===== src/rtl/glb_multicast_issuer_if.sv =====
// rtl/glb_multicast_issuer_if.sv - shared single-port GLB read bus
// The issuer drives bank/address/enable; the GLB returns data one cycle after o_glb_re.
interface glb_multicast_issuer_if #(
   parameter int BSW           = 2,
   parameter int AW            = 9,
   parameter int DATA_BITWIDTH = 32
);
   logic [BSW-1:0]           o_glb_bank_sel;
   logic                     o_glb_re;
   logic [AW-1:0]            o_glb_ra;
   logic [DATA_BITWIDTH-1:0] i_glb_rd;

   modport master (output o_glb_bank_sel, output o_glb_re, output o_glb_ra, input i_glb_rd);
   modport slave  (input o_glb_bank_sel, input o_glb_re, input o_glb_ra, output i_glb_rd);
endinterface


===== src/rtl/glb_multicast_issuer.sv =====
// rtl/glb_multicast_issuer.sv - multi-channel GLB-to-NoC read streamer
// Round-robin shares one GLB read port among channels, each feeding a credit-gated output FIFO.
module glb_multicast_issuer #(
   parameter int CH_NUM          = 3,
   parameter int DATA_BITWIDTH   = 32,
   parameter int BANK_NUM        = 3,
   parameter int BANK_DEPTH      = 512,
   parameter int ROW_ID_BITWIDTH = 4,
   parameter int COL_ID_BITWIDTH = 5,
   parameter int LEN_BITWIDTH    = 10,
   parameter int FIFO_DEPTH      = 4,
   localparam int BSW = (BANK_NUM > 1) ? $clog2(BANK_NUM) : 1,
   localparam int AW  = (BANK_DEPTH > 1) ? $clog2(BANK_DEPTH) : 1,
   localparam int PKW = ROW_ID_BITWIDTH + COL_ID_BITWIDTH
) (
   input  logic                              i_clk,
   input  logic                              i_rst,
   input  logic [0:CH_NUM-1]                 i_start,
   input  logic [0:CH_NUM*BSW-1]             i_bank,
   input  logic [0:CH_NUM*AW-1]              i_base_addr,
   input  logic [0:CH_NUM*LEN_BITWIDTH-1]    i_len,
   input  logic [0:CH_NUM*PKW-1]             i_packet,
   glb_multicast_issuer_if.master            glb,
   output logic [0:CH_NUM*DATA_BITWIDTH-1]   o_data,
   output logic [0:CH_NUM*PKW-1]             o_packet,
   output logic [0:CH_NUM-1]                 o_valid,
   input  logic [0:CH_NUM-1]                 i_ready,
   output logic [0:CH_NUM-1]                 o_busy,
   output logic [0:CH_NUM-1]                 o_done
);
   localparam int PW = (FIFO_DEPTH > 1) ? $clog2(FIFO_DEPTH) : 1;
   localparam int OW = $clog2(FIFO_DEPTH + 1);
   localparam int CW = (CH_NUM > 1) ? $clog2(CH_NUM) : 1;

   typedef enum logic {IDLE, RUN} state_e;

   state_e                    state_q  [CH_NUM];
   logic [BSW-1:0]            bank_q   [CH_NUM];
   logic [AW-1:0]             base_q   [CH_NUM];
   logic [LEN_BITWIDTH-1:0]   len_q    [CH_NUM];
   logic [LEN_BITWIDTH-1:0]   issued_q [CH_NUM];
   logic [LEN_BITWIDTH-1:0]   popped_q [CH_NUM];
   logic [PKW-1:0]            pkt_q    [CH_NUM];
   logic [DATA_BITWIDTH-1:0]  mem_q    [CH_NUM][FIFO_DEPTH];
   logic [PW-1:0]             wptr_q   [CH_NUM];
   logic [PW-1:0]             rptr_q   [CH_NUM];
   logic [OW-1:0]             occ_q    [CH_NUM];
   logic [0:CH_NUM-1]         done_q;
   logic                      rsp_vld_q;
   logic [CW-1:0]             rsp_ch_q;
   logic [CW-1:0]             rr_q;
   logic [BSW-1:0]            bank_sel_q;
   logic [AW-1:0]             ra_q;

   logic [CH_NUM-1:0]         elig_d;
   logic [CH_NUM-1:0]         push_d;
   logic [CH_NUM-1:0]         pop_d;
   logic                      grant_vld_d;
   logic [CW-1:0]             grant_ch_d;
   logic [AW-1:0]             grant_addr_d;

   // Credit counts only registered occupancy plus the in-flight read, so i_ready never reaches o_glb_re.
   always_comb begin
      int idx;
      idx          = 0;
      elig_d       = '0;
      push_d       = '0;
      pop_d        = '0;
      grant_vld_d  = 1'b0;
      grant_ch_d   = rr_q;
      grant_addr_d = '0;
      for (int c = 0; c < CH_NUM; c++) begin
         push_d[c] = rsp_vld_q && (rsp_ch_q == CW'(c));
         pop_d[c]  = (occ_q[c] != '0) && i_ready[c];
         elig_d[c] = (state_q[c] == RUN) && (issued_q[c] < len_q[c]) &&
                     ((int'(occ_q[c]) + int'(push_d[c])) < FIFO_DEPTH);
      end
      // rr_q names the channel after the last grant; scan downwards so the nearest one wins.
      for (int k = CH_NUM - 1; k >= 0; k--) begin
         idx = (int'(rr_q) + k) % CH_NUM;
         if (elig_d[idx]) begin
            grant_vld_d = 1'b1;
            grant_ch_d  = CW'(idx);
         end
      end
      grant_addr_d = base_q[grant_ch_d] + AW'(issued_q[grant_ch_d]);
   end

   assign glb.o_glb_re       = grant_vld_d;
   assign glb.o_glb_ra       = grant_vld_d ? grant_addr_d : ra_q;
   assign glb.o_glb_bank_sel = grant_vld_d ? bank_q[grant_ch_d] : bank_sel_q;
   assign o_done             = done_q;

   always_comb begin
      o_data   = '0;
      o_packet = '0;
      o_valid  = '0;
      o_busy   = '0;
      for (int c = 0; c < CH_NUM; c++) begin
         o_valid[c] = (occ_q[c] != '0);
         o_busy[c]  = (state_q[c] == RUN);
         if (occ_q[c] != '0) begin
            o_data[c*DATA_BITWIDTH +: DATA_BITWIDTH] = mem_q[c][rptr_q[c]];
            o_packet[c*PKW +: PKW]                   = pkt_q[c];
         end
      end
   end

   always_ff @(posedge i_clk) begin
      for (int c = 0; c < CH_NUM; c++) begin
         if (push_d[c]) mem_q[c][wptr_q[c]] <= glb.i_glb_rd;
      end
   end

   always_ff @(posedge i_clk) begin
      if (i_rst) begin
         for (int c = 0; c < CH_NUM; c++) begin
            state_q[c]  <= IDLE;
            bank_q[c]   <= '0;
            base_q[c]   <= '0;
            len_q[c]    <= '0;
            issued_q[c] <= '0;
            popped_q[c] <= '0;
            pkt_q[c]    <= '0;
            wptr_q[c]   <= '0;
            rptr_q[c]   <= '0;
            occ_q[c]    <= '0;
         end
         done_q     <= '0;
         rsp_vld_q  <= 1'b0;
         rsp_ch_q   <= '0;
         rr_q       <= '0;
         bank_sel_q <= '0;
         ra_q       <= '0;
      end else begin
         rsp_vld_q <= grant_vld_d;
         rsp_ch_q  <= grant_ch_d;
         if (grant_vld_d) begin
            rr_q       <= (grant_ch_d == CW'(CH_NUM - 1)) ? '0 : grant_ch_d + 1'b1;
            bank_sel_q <= bank_q[grant_ch_d];
            ra_q       <= grant_addr_d;
         end
         for (int c = 0; c < CH_NUM; c++) begin
            done_q[c] <= 1'b0;
            if (push_d[c]) wptr_q[c] <= (wptr_q[c] == PW'(FIFO_DEPTH - 1)) ? '0 : wptr_q[c] + 1'b1;
            if (pop_d[c])  rptr_q[c] <= (rptr_q[c] == PW'(FIFO_DEPTH - 1)) ? '0 : rptr_q[c] + 1'b1;
            occ_q[c] <= occ_q[c] + OW'(push_d[c]) - OW'(pop_d[c]);
            case (state_q[c])
               IDLE: begin
                  if (i_start[c]) begin
                     bank_q[c]   <= i_bank[c*BSW +: BSW];
                     base_q[c]   <= i_base_addr[c*AW +: AW];
                     len_q[c]    <= i_len[c*LEN_BITWIDTH +: LEN_BITWIDTH];
                     pkt_q[c]    <= i_packet[c*PKW +: PKW];
                     issued_q[c] <= '0;
                     popped_q[c] <= '0;
                     if (i_len[c*LEN_BITWIDTH +: LEN_BITWIDTH] == '0) done_q[c] <= 1'b1;
                     else                                             state_q[c] <= RUN;
                  end
               end
               RUN: begin
                  if (grant_vld_d && (grant_ch_d == CW'(c))) issued_q[c] <= issued_q[c] + 1'b1;
                  if (pop_d[c]) begin
                     popped_q[c] <= popped_q[c] + 1'b1;
                     if (popped_q[c] == len_q[c] - 1'b1) begin
                        done_q[c]  <= 1'b1;
                        state_q[c] <= IDLE;
                     end
                  end
               end
               default: state_q[c] <= IDLE;
            endcase
         end
      end
   end
endmodule


===== src/flat_wrapper.sv =====
// flat-port wrapper written by rule: the top's interface ports become plain ports
module glb_multicast_issuer_flat 
#(
   parameter int CH_NUM          = 3,
   parameter int DATA_BITWIDTH   = 32,
   parameter int BANK_NUM        = 3,
   parameter int BANK_DEPTH      = 512,
   parameter int ROW_ID_BITWIDTH = 4,
   parameter int COL_ID_BITWIDTH = 5,
   parameter int LEN_BITWIDTH    = 10,
   parameter int FIFO_DEPTH      = 4,
   localparam int BSW = (BANK_NUM > 1) ? $clog2(BANK_NUM) : 1,
   localparam int AW  = (BANK_DEPTH > 1) ? $clog2(BANK_DEPTH) : 1,
   localparam int PKW = ROW_ID_BITWIDTH + COL_ID_BITWIDTH
)
  (i_clk, i_rst, i_start, i_bank, i_base_addr, i_len, i_packet, o_data, o_packet, o_valid, i_ready, o_busy, o_done, glb_o_glb_bank_sel, glb_o_glb_re, glb_o_glb_ra, glb_i_glb_rd);
  glb_multicast_issuer_if #(.BSW(BSW), .AW(AW), .DATA_BITWIDTH(DATA_BITWIDTH)) glb_i ();
  input  logic i_clk;
  input  logic i_rst;
  input  logic [0:CH_NUM-1] i_start;
  input  logic [0:CH_NUM*BSW-1] i_bank;
  input  logic [0:CH_NUM*AW-1] i_base_addr;
  input  logic [0:CH_NUM*LEN_BITWIDTH-1] i_len;
  input  logic [0:CH_NUM*PKW-1] i_packet;
  output logic [0:CH_NUM*DATA_BITWIDTH-1] o_data;
  output logic [0:CH_NUM*PKW-1] o_packet;
  output logic [0:CH_NUM-1] o_valid;
  input  logic [0:CH_NUM-1] i_ready;
  output logic [0:CH_NUM-1] o_busy;
  output logic [0:CH_NUM-1] o_done;
  output wire logic [$bits(glb_i.o_glb_bank_sel)-1:0] glb_o_glb_bank_sel;
  output wire logic [$bits(glb_i.o_glb_re)-1:0] glb_o_glb_re;
  output wire logic [$bits(glb_i.o_glb_ra)-1:0] glb_o_glb_ra;
  input wire logic [$bits(glb_i.i_glb_rd)-1:0] glb_i_glb_rd;
  assign glb_o_glb_bank_sel = glb_i.o_glb_bank_sel;
  assign glb_o_glb_re = glb_i.o_glb_re;
  assign glb_o_glb_ra = glb_i.o_glb_ra;
  assign glb_i.i_glb_rd = glb_i_glb_rd;
  glb_multicast_issuer #(.CH_NUM(CH_NUM), .DATA_BITWIDTH(DATA_BITWIDTH), .BANK_NUM(BANK_NUM), .BANK_DEPTH(BANK_DEPTH), .ROW_ID_BITWIDTH(ROW_ID_BITWIDTH), .COL_ID_BITWIDTH(COL_ID_BITWIDTH), .LEN_BITWIDTH(LEN_BITWIDTH), .FIFO_DEPTH(FIFO_DEPTH)) u_core (.i_clk(i_clk), .i_rst(i_rst), .i_start(i_start), .i_bank(i_bank), .i_base_addr(i_base_addr), .i_len(i_len), .i_packet(i_packet), .glb(glb_i), .o_data(o_data), .o_packet(o_packet), .o_valid(o_valid), .i_ready(i_ready), .o_busy(o_busy), .o_done(o_done));
endmodule

===== config.mk =====
export PLATFORM = sky130hd
export DESIGN_NAME = glb_multicast_issuer_flat
export DESIGN_NICKNAME = d
export VERILOG_FILES = /design/src/rtl/glb_multicast_issuer_if.sv /design/src/rtl/glb_multicast_issuer.sv /design/src/flat_wrapper.sv
export SDC_FILE = /design/constraint.sdc
export NUM_CORES = 1
export LEC_CHECK = 0
export BUFFER_PORTS_ARGS = -buffer_cell sky130_fd_sc_hd__buf_2
export CORE_UTILIZATION = 60
export DETAILED_ROUTE_END_ITERATION = 8
export HOLD_SLACK_MARGIN = 0.08
export MAX_ROUTING_LAYER = met4
export PLACE_DENSITY = 0.86
export SYNTH_ARGS = -nofsm -noshare
export SYNTH_HDL_FRONTEND = slang
export SYNTH_SLANG_ARGS = --single-unit

===== constraint.sdc =====
create_clock -name i_clk -period 8.65 [get_ports i_clk]
set_input_delay 0.865 -clock i_clk [delete_from_list [all_inputs] [get_ports i_clk]]
set_output_delay 0.865 -clock i_clk [all_outputs]
set_load 0.03 [all_outputs]

==> summary.md, run 1 <==
| Metric | Value |
|---|---|
| Status | `completed` |
| Endpoints failing hold | `0` |
| Post-synthesis sequential area ratio | `66.15%` |
| Crit path max-delay family | `compound AO/OA/AOI/OAI gates` |
| Worst Skew | `0.07277 ns` |
| Hold buffers post-CTS | `0` |
| Final worst path period share | `87.54%` |
| Max-cap viol count | `0` |
| Distinct cells, synth | `72` |
| Dpl cells | `2456` |
| Clk network pwr share | `24.6%` |
| Iter 0 DRT Violations | `1547` |
| Net Sw Power | `3.752 mW` |
| DRC viols | `0` |
| Wirelength per Cell | `24.13 um` |
| Crit path required time | `7.79 ns` |
| Cell taking the most area after synthesis | `edfxtp_1` |
| Initial core utilization | `61.12%` |
| Slew Viols, Final | `0` |
| Yosys reg bits | `577` |
| Most frequent cells in the layout | `548 x edfxtp_1, 273 x buf_2, 229 x and2_1` |
| Crit-path max FO | `37` |
| LEAKAGE | `10.91 nW` |
| Max clock buf depth | `3` |
| Register clock-pin slew on the reported worst setup and hold paths | `0.06 ns` |
| CTS Root Cell | `clkbuf_16` |
| GRT Total Usage | `29.46%` |
| Number of global-route vias before repair | `15900` |
| Core ar. | `0.04213 sq mm` |
| First-pass GRT wire length | `92.63 mm` |
| WL final | `61.77 mm` |
| Initial antenna violation count | `2` |
| Area share of the largest cell type after synthesis | `63.90%` |
| # clock sinks | `577` |
| Syn. warnings | `0` |
| Async SR Flop Fraction | `0%` |
| H-tree depth | `2` |
| DP Wirelength | `39.06 mm` |
| Die area | `0.04375 sq mm` |
| Post-route ant nets | `0` |
| Total setup buffers inserted after CTS | `0` |
| Worst VDD drop | `0.0005295 V` |
| Worst skew pair latency | `0.66 ns` |
| CP max stage cell | `nand2_1` |
| Mapped Nets | `1893` |
| Cell Rows | `75` |
| PortBufs | `273` |
| Post-route minimum period | `7.572 ns` |
| Most used cell along the critical path | `o21ai_0` |
| Final instance count without filler cells | `2560` |
| Mapped Area | `0.02575 sq mm` |
| Worst Setup Path Type | `reg -> out` |
| I/O pins | `274` |
| Logic gate share of total power | `38.8%` |
| Crit-path cells | `ha_1 > a211o_1 > a21oi_1 > o21ai_0 > a221oi_2 > o32ai_1 > o211ai_2 > nand2_1 > nand2_1 > o21ai_0 > ha_1 > inv_1 > fa_1 > nor2b_1 > o21ai_0 > a21boi_0 > o21ai_0 > nand2b_1 > a31o_2 > o32a_1 > a221o_1 > a31oi_1 > buf_2` |
| Int Power | `6.149 mW` |
| Worst Tran Pin Value | `1.219 ns` |
| Share of cells above drive strength 1 | `25.11%` |
| Die H | `209.2 um` |
| CTS tree | `built` |
| CTS Buf Count | `54` |
| Worst path buffer plus inverter count | `2` |
| Final Core Density | `70.15%` |
| Syn Inst Count | `1689` |
| Crit-path max cell delay | `0.65 ns` |
| Critical path arrival | `6.71 ns` |
| Slew HR | `18.65%` |
| # resized after CTS | `0` |
| Final setup viols | `0` |
| Syn Area/Cell | `15.25 sq um` |
| Type of origin of the critical path | `flip-flop` |
| Max Fclk | `132.1 MHz` |
| Post-synth EDFFs | `548` |
| Worst hold path class | `in -> reg` |
| Vias per cell | `6.128` |
| RD Place Congestion | `0.9276` |
| Pre-antenna DRT Iters | `5` |
| Setup_tns | `0 ns` |
| Power Density | `335.0 mW/mm^2` |
| Sequential share of power | `36.6%` |
| Gr ovfl total | `0` |
| Top cells by area, synth | `edfxtp_1 64%, mux4_2 8.4%, and2_1 5.6%, ha_1 3.4%, dfxtp_1 2.3%` |
| Largest net degree at the start of global routing | `61` |
| Die width | `209.2 um` |
| Net Sw Frac | `37.89%` |
| Most used flip-flop cell after synthesis | `edfxtp_1` |
| CP Capture Type | `output port` |
| Commonest non-fill, non-tap cell in the layout | `edfxtp_1` |
| Vias | `15690` |
| Final #Nets | `2177` |
| Unrepaired setup endpoints after global routing | `false` |
| Layout area overhead | `14.77%` |
Yosys cell counts, types with 6 or more instances:
cell type  count
mux2i_1       19
inv_1         68
a211oi_1       8
nand2b_1      14
clkbuf_1      44
mux2_2         9
nor2_1       104
nor2b_1       24
nor3_1        23
nand4_1        8
edfxtp_1     548
ha_1          70
a31oi_1        9
nand3b_1       6
a21oi_1       19
nor4_1        11
a21o_1         8
and3_1        10
xor2_1        40
nand3_1       42
nor3b_1        6
buf_1         16
and2_1       229
xnor2_1       59
o21ai_0       33
mux4_2        96
dfxtp_1       29
nand2_1       60
registers in the layout, summed over array words and instances (netlist names):
register / cells
u_core.mem_q: 384
u_core.issued_q: 30
u_core.len_q: 30
u_core.popped_q: 30
u_core.base_q: 27
u_core.pkt_q: 27
u_core.occ_q: 9
u_core.ra_q: 9
u_core.bank_q: 6
u_core.rptr_q: 6
u_core.wptr_q: 6
u_core.o_done: 3
u_core.state_q: 3
u_core.bank_sel_q: 2
u_core.rr_q: 2
u_core.rsp_ch_q: 2
u_core.rsp_vld_q: 1
cell families (layout without fill, tap and decap cells):
family          after synthesis  in the layout  synth area share (%)
compound gates              119            119                 3.221
flops                       577            577                 66.15
xor+xnor                     99             99                 3.367
fa+ha+maj                    75             75                 3.751
mux                         124            124                 9.527
buf+inv                     139            469                 2.152
simple gates                556            556                 11.83
other cells                   0              2                     0
power by group through the flow:
stage / clock network, mW / logic (mW) / registers (mW)
after CTS: 2.47 / 3.84 / 3.62
final: 2.44 / 3.84 / 3.62
after floorplan: 0 / 2.79 / 3.55
after detailed placement: 0 / 3.80 / 3.66
after global placement: 0 / 3.70 / 3.64
after global routing: 2.58 / 4.10 / 3.65
routing by layer:
metal / wire (um) / part of all wire [%] / global-route usage (%)
met1: 22690 / 37 / 35.37
met2: 32060 / 52 / 49.95
met3: 4724 / 7.6 / 5.110
met4: 2295 / 3.7 / 11.31
met5: 0 / 0 / -
worst paths after layout:
check	start	to	slack, ns	cells after the start
setup / recovery	u_core.issued_q[0][3]$_SDFFCE_PN0P_	glb_o_glb_ra[8]	1.08	23
hold / removal	i_packet[22]	u_core.pkt_q[0][22]$_SDFFCE_PP0P_	0.53	2
setup reg to reg	u_core.issued_q[0][3]$_SDFFCE_PN0P_	u_core.ra_q[8]$_SDFF_PP0_	2.69	22
hold reg to reg	u_core.ra_q[8]$_SDFF_PP0_	u_core.ra_q[8]$_SDFF_PP0_	0.54	2
final cells by class:
class,count,area [sq um]
sequential,577,17040
inverter,69,259.0
clock buffer,70,1461
clock inverter,32,389.1
tap,539,674.4
fill,2600,12580
antenna,2,5.005
multi-input combinational,973,8178
timing repair buffer,298,1554
metrics by stage:
stage          setup WS (ns)  hold WS, ns  area [sq um]  power [mW]
2_1_floorplan          2.368       0.5069         25750       6.337
3_3_place_gp           2.019       0.5334         27700       7.344
3_5_place_dp           1.820       0.5353         27700       7.464
4_1_cts                1.129       0.4963         29550       9.932
5_1_grt               0.5881       0.5185         29560       10.32
6_report               1.078       0.5298         29560       9.901
Note: power is estimated with default switching activity, not from simulation.
==> run 2: changes to the inputs <==
--- a/config.mk
+++ b/config.mk
@@ -6,11 +6,12 @@
 export NUM_CORES = 1
 export LEC_CHECK = 0
 export BUFFER_PORTS_ARGS = -buffer_cell sky130_fd_sc_hd__buf_2
+export CORE_ASPECT_RATIO = 0.6
 export CORE_UTILIZATION = 60
 export DETAILED_ROUTE_END_ITERATION = 8
-export HOLD_SLACK_MARGIN = 0.08
 export MAX_ROUTING_LAYER = met4
 export PLACE_DENSITY = 0.86
 export SYNTH_ARGS = -nofsm -noshare
 export SYNTH_HDL_FRONTEND = slang
 export SYNTH_SLANG_ARGS = --single-unit
+export TNS_END_PERCENT = 30
==> summary.md, run 2 (synthesis results as in run 1) <==
| Metric | Value |
|---|---|
| Net Sw Frac | `38.54%` |
| Worst hold path class | `in -> reg` |
| Layout area overhead | `13.95%` |
| Crit-path max FO | `19` |
| First-pass GRT wire length | `91.98 mm` |
| CTS tree | `built` |
| Final #Nets | `2175` |
| DRC viols | `0` |
| Status | `completed` |
| Endpoints failing hold | `0` |
| Register clock-pin slew on the reported worst setup and hold paths | `0.07 ns` |
| Final worst path period share | `88.22%` |
| Type of origin of the critical path | `flip-flop` |
| Dpl cells | `2488` |
| Number of global-route vias before repair | `15490` |
| DP Worst Slack | `1.739 ns` |
| Int Power | `5.931 mW` |
| Vias | `15550` |
| Most frequent cells in the layout | `548 x edfxtp_1, 273 x buf_2, 229 x and2_1` |
| Die width | `269.5 um` |
| Vias per cell | `6.003` |
| Wirelength per Cell | `23.85 um` |
| Worst Setup Path Type | `reg -> out` |
| Setup_tns | `0 ns` |
| Power Density | `328.8 mW/mm^2` |
| DP Wirelength | `39.15 mm` |
| Unrepaired setup endpoints after global routing | `false` |
| Gr ovfl total | `0` |
| Worst VDD drop | `0.0002337 V` |
| HP Start | `i_packet[22]` |
| I/O pins | `274` |
| CP Capture Type | `output port` |
| Max-cap viol count | `0` |
| Worst skew pair latency | `0.60 ns` |
| Max clock buf depth | `3` |
| Commonest non-fill, non-tap cell in the layout | `edfxtp_1` |
| R2R Path Start | `u_core.len_q[0][13]$_SDFFCE_PP0P_` |
| Iter 0 DRT Violations | `1428` |
| Core ar. | `0.04209 sq mm` |
| Slew HR | `30.11%` |
| Clk network pwr share | `22.5%` |
| Max Fclk | `131.0 MHz` |
| Post-route minimum period | `7.631 ns` |
| # clock sinks | `577` |
| WHS | `0.5500 ns` |
| CTS Root Cell | `clkbuf_16` |
| Hold buffers post-CTS | `0` |
| H-tree depth | `2` |
| Sequential share of power | `37.0%` |
| LEAKAGE | `10.79 nW` |
| Initial core utilization | `61.19%` |
| Pre-antenna DRT Iters | `7` |
| Worst Tran Pin Value | `1.048 ns` |
| Critical path arrival | `6.77 ns` |
| Crit path required time | `7.79 ns` |
| # resized after CTS | `0` |
| Net Sw Power | `3.719 mW` |
| Final instance count without filler cells | `2590` |
| Final total power | `9.650 mW` |
| WL final | `61.78 mm` |
| Crit path launch | `u_core.len_q[0][13]$_SDFFCE_PP0P_` |
| Post-route ant nets | `0` |
| Register area | `0.01704 sq mm` |
| Worst Skew | `0.03277 ns` |
| RD Place Congestion | `0.9229` |
| Die H | `162.5 um` |
| Cell Rows | `58` |
| GRT Total Usage | `28.99%` |
| PortBufs | `273` |
| Share of cells above drive strength 1 | `24.50%` |
| Area of the multi-input gates | `0.008178 sq mm` |
| Final WS setup | `1.019 ns` |
| Die area | `0.04378 sq mm` |
| Logic gate share of total power | `40.5%` |
| Max FFs per register | `384` |
| Initial antenna violation count | `9` |
| Final setup viols | `0` |
| CTS Buf Count | `51` |
| Total setup buffers inserted after CTS | `0` |
| Slew Viols, Final | `0` |
| Fillers | `2727` |
| Largest net degree at the start of global routing | `81` |
## run 2: layout make-up
| type | instances | area share, % |
|---|---|---|
| multi-input cells | 973 | 27.87 |
| diodes | 8 | 0.06822 |
| repair buffers | 299 | 5.321 |
| clock inverters | 27 | 0.7589 |
| well taps | 570 | 2.430 |
| clock buffers | 67 | 4.622 |
| inverters | 69 | 0.8825 |
| flip-flops and latches | 577 | 58.05 |
## run 2: power by group through the flow
stage	registers, mW	logic (mW)	clock network (mW)
2_1_floorplan	3.55	2.79	0
3_3_place_gp	3.60	3.78	0
3_5_place_dp	3.62	3.86	0
4_1_cts	3.56	3.90	2.20
5_1_grt	3.59	4.16	2.30
6_report	3.57	3.91	2.17
## run 2: per-layer routing
metal | track usage (%) | vias to the layer above | routed length [um]
li1 | - | 6855 | -
met4 | 9.788 | 0 | 1820
met2 | 44.79 | 777 | 29380
met1 | 39.36 | 7788 | 25420
met5 | - | - | 0
met3 | 5.396 | 127 | 5154
## run 2: metrics by stage
stage	util (%)	cell area (sq um)
CTS	69.68	29330
global placement	65.92	27750
finish	69.72	29350
global route	69.72	29350
detailed placement	65.92	27750
floorplan	-	25750
## run 2: path summary, 6_finish.rpt
check                                           end  slack (ns)  cells past startpoint
setup / recovery                    glb_o_glb_ra[8]        1.02                     24
hold / removal    u_core.pkt_q[0][22]$_SDFFCE_PP0P_        0.55                      2
setup reg to reg          u_core.ra_q[8]$_SDFF_PP0_        2.57                     23
hold reg to reg           u_core.ra_q[8]$_SDFF_PP0_        0.56                      2
## run 2: critical path, stage by stage (launching register included)
cell	delay (ns)
edfxtp_1	0.44
inv_1	0.14
ha_1	0.26
a211o_1	0.30
o211ai_1	0.12
o211ai_1	0.23
a21oi_2	0.39
a21boi_0	0.22
o31a_1	0.43
nor2_4	0.62
mux2i_1	0.30
o21ai_0	0.11
ha_1	0.26
inv_1	0.07
fa_1	0.21
nor2b_1	0.06
o21ai_0	0.18
a21boi_0	0.15
o21ai_0	0.17
nand2b_1	0.12
a31o_2	0.28
o32a_1	0.31
a221o_1	0.34
a31oi_1	0.23
buf_2	0.24
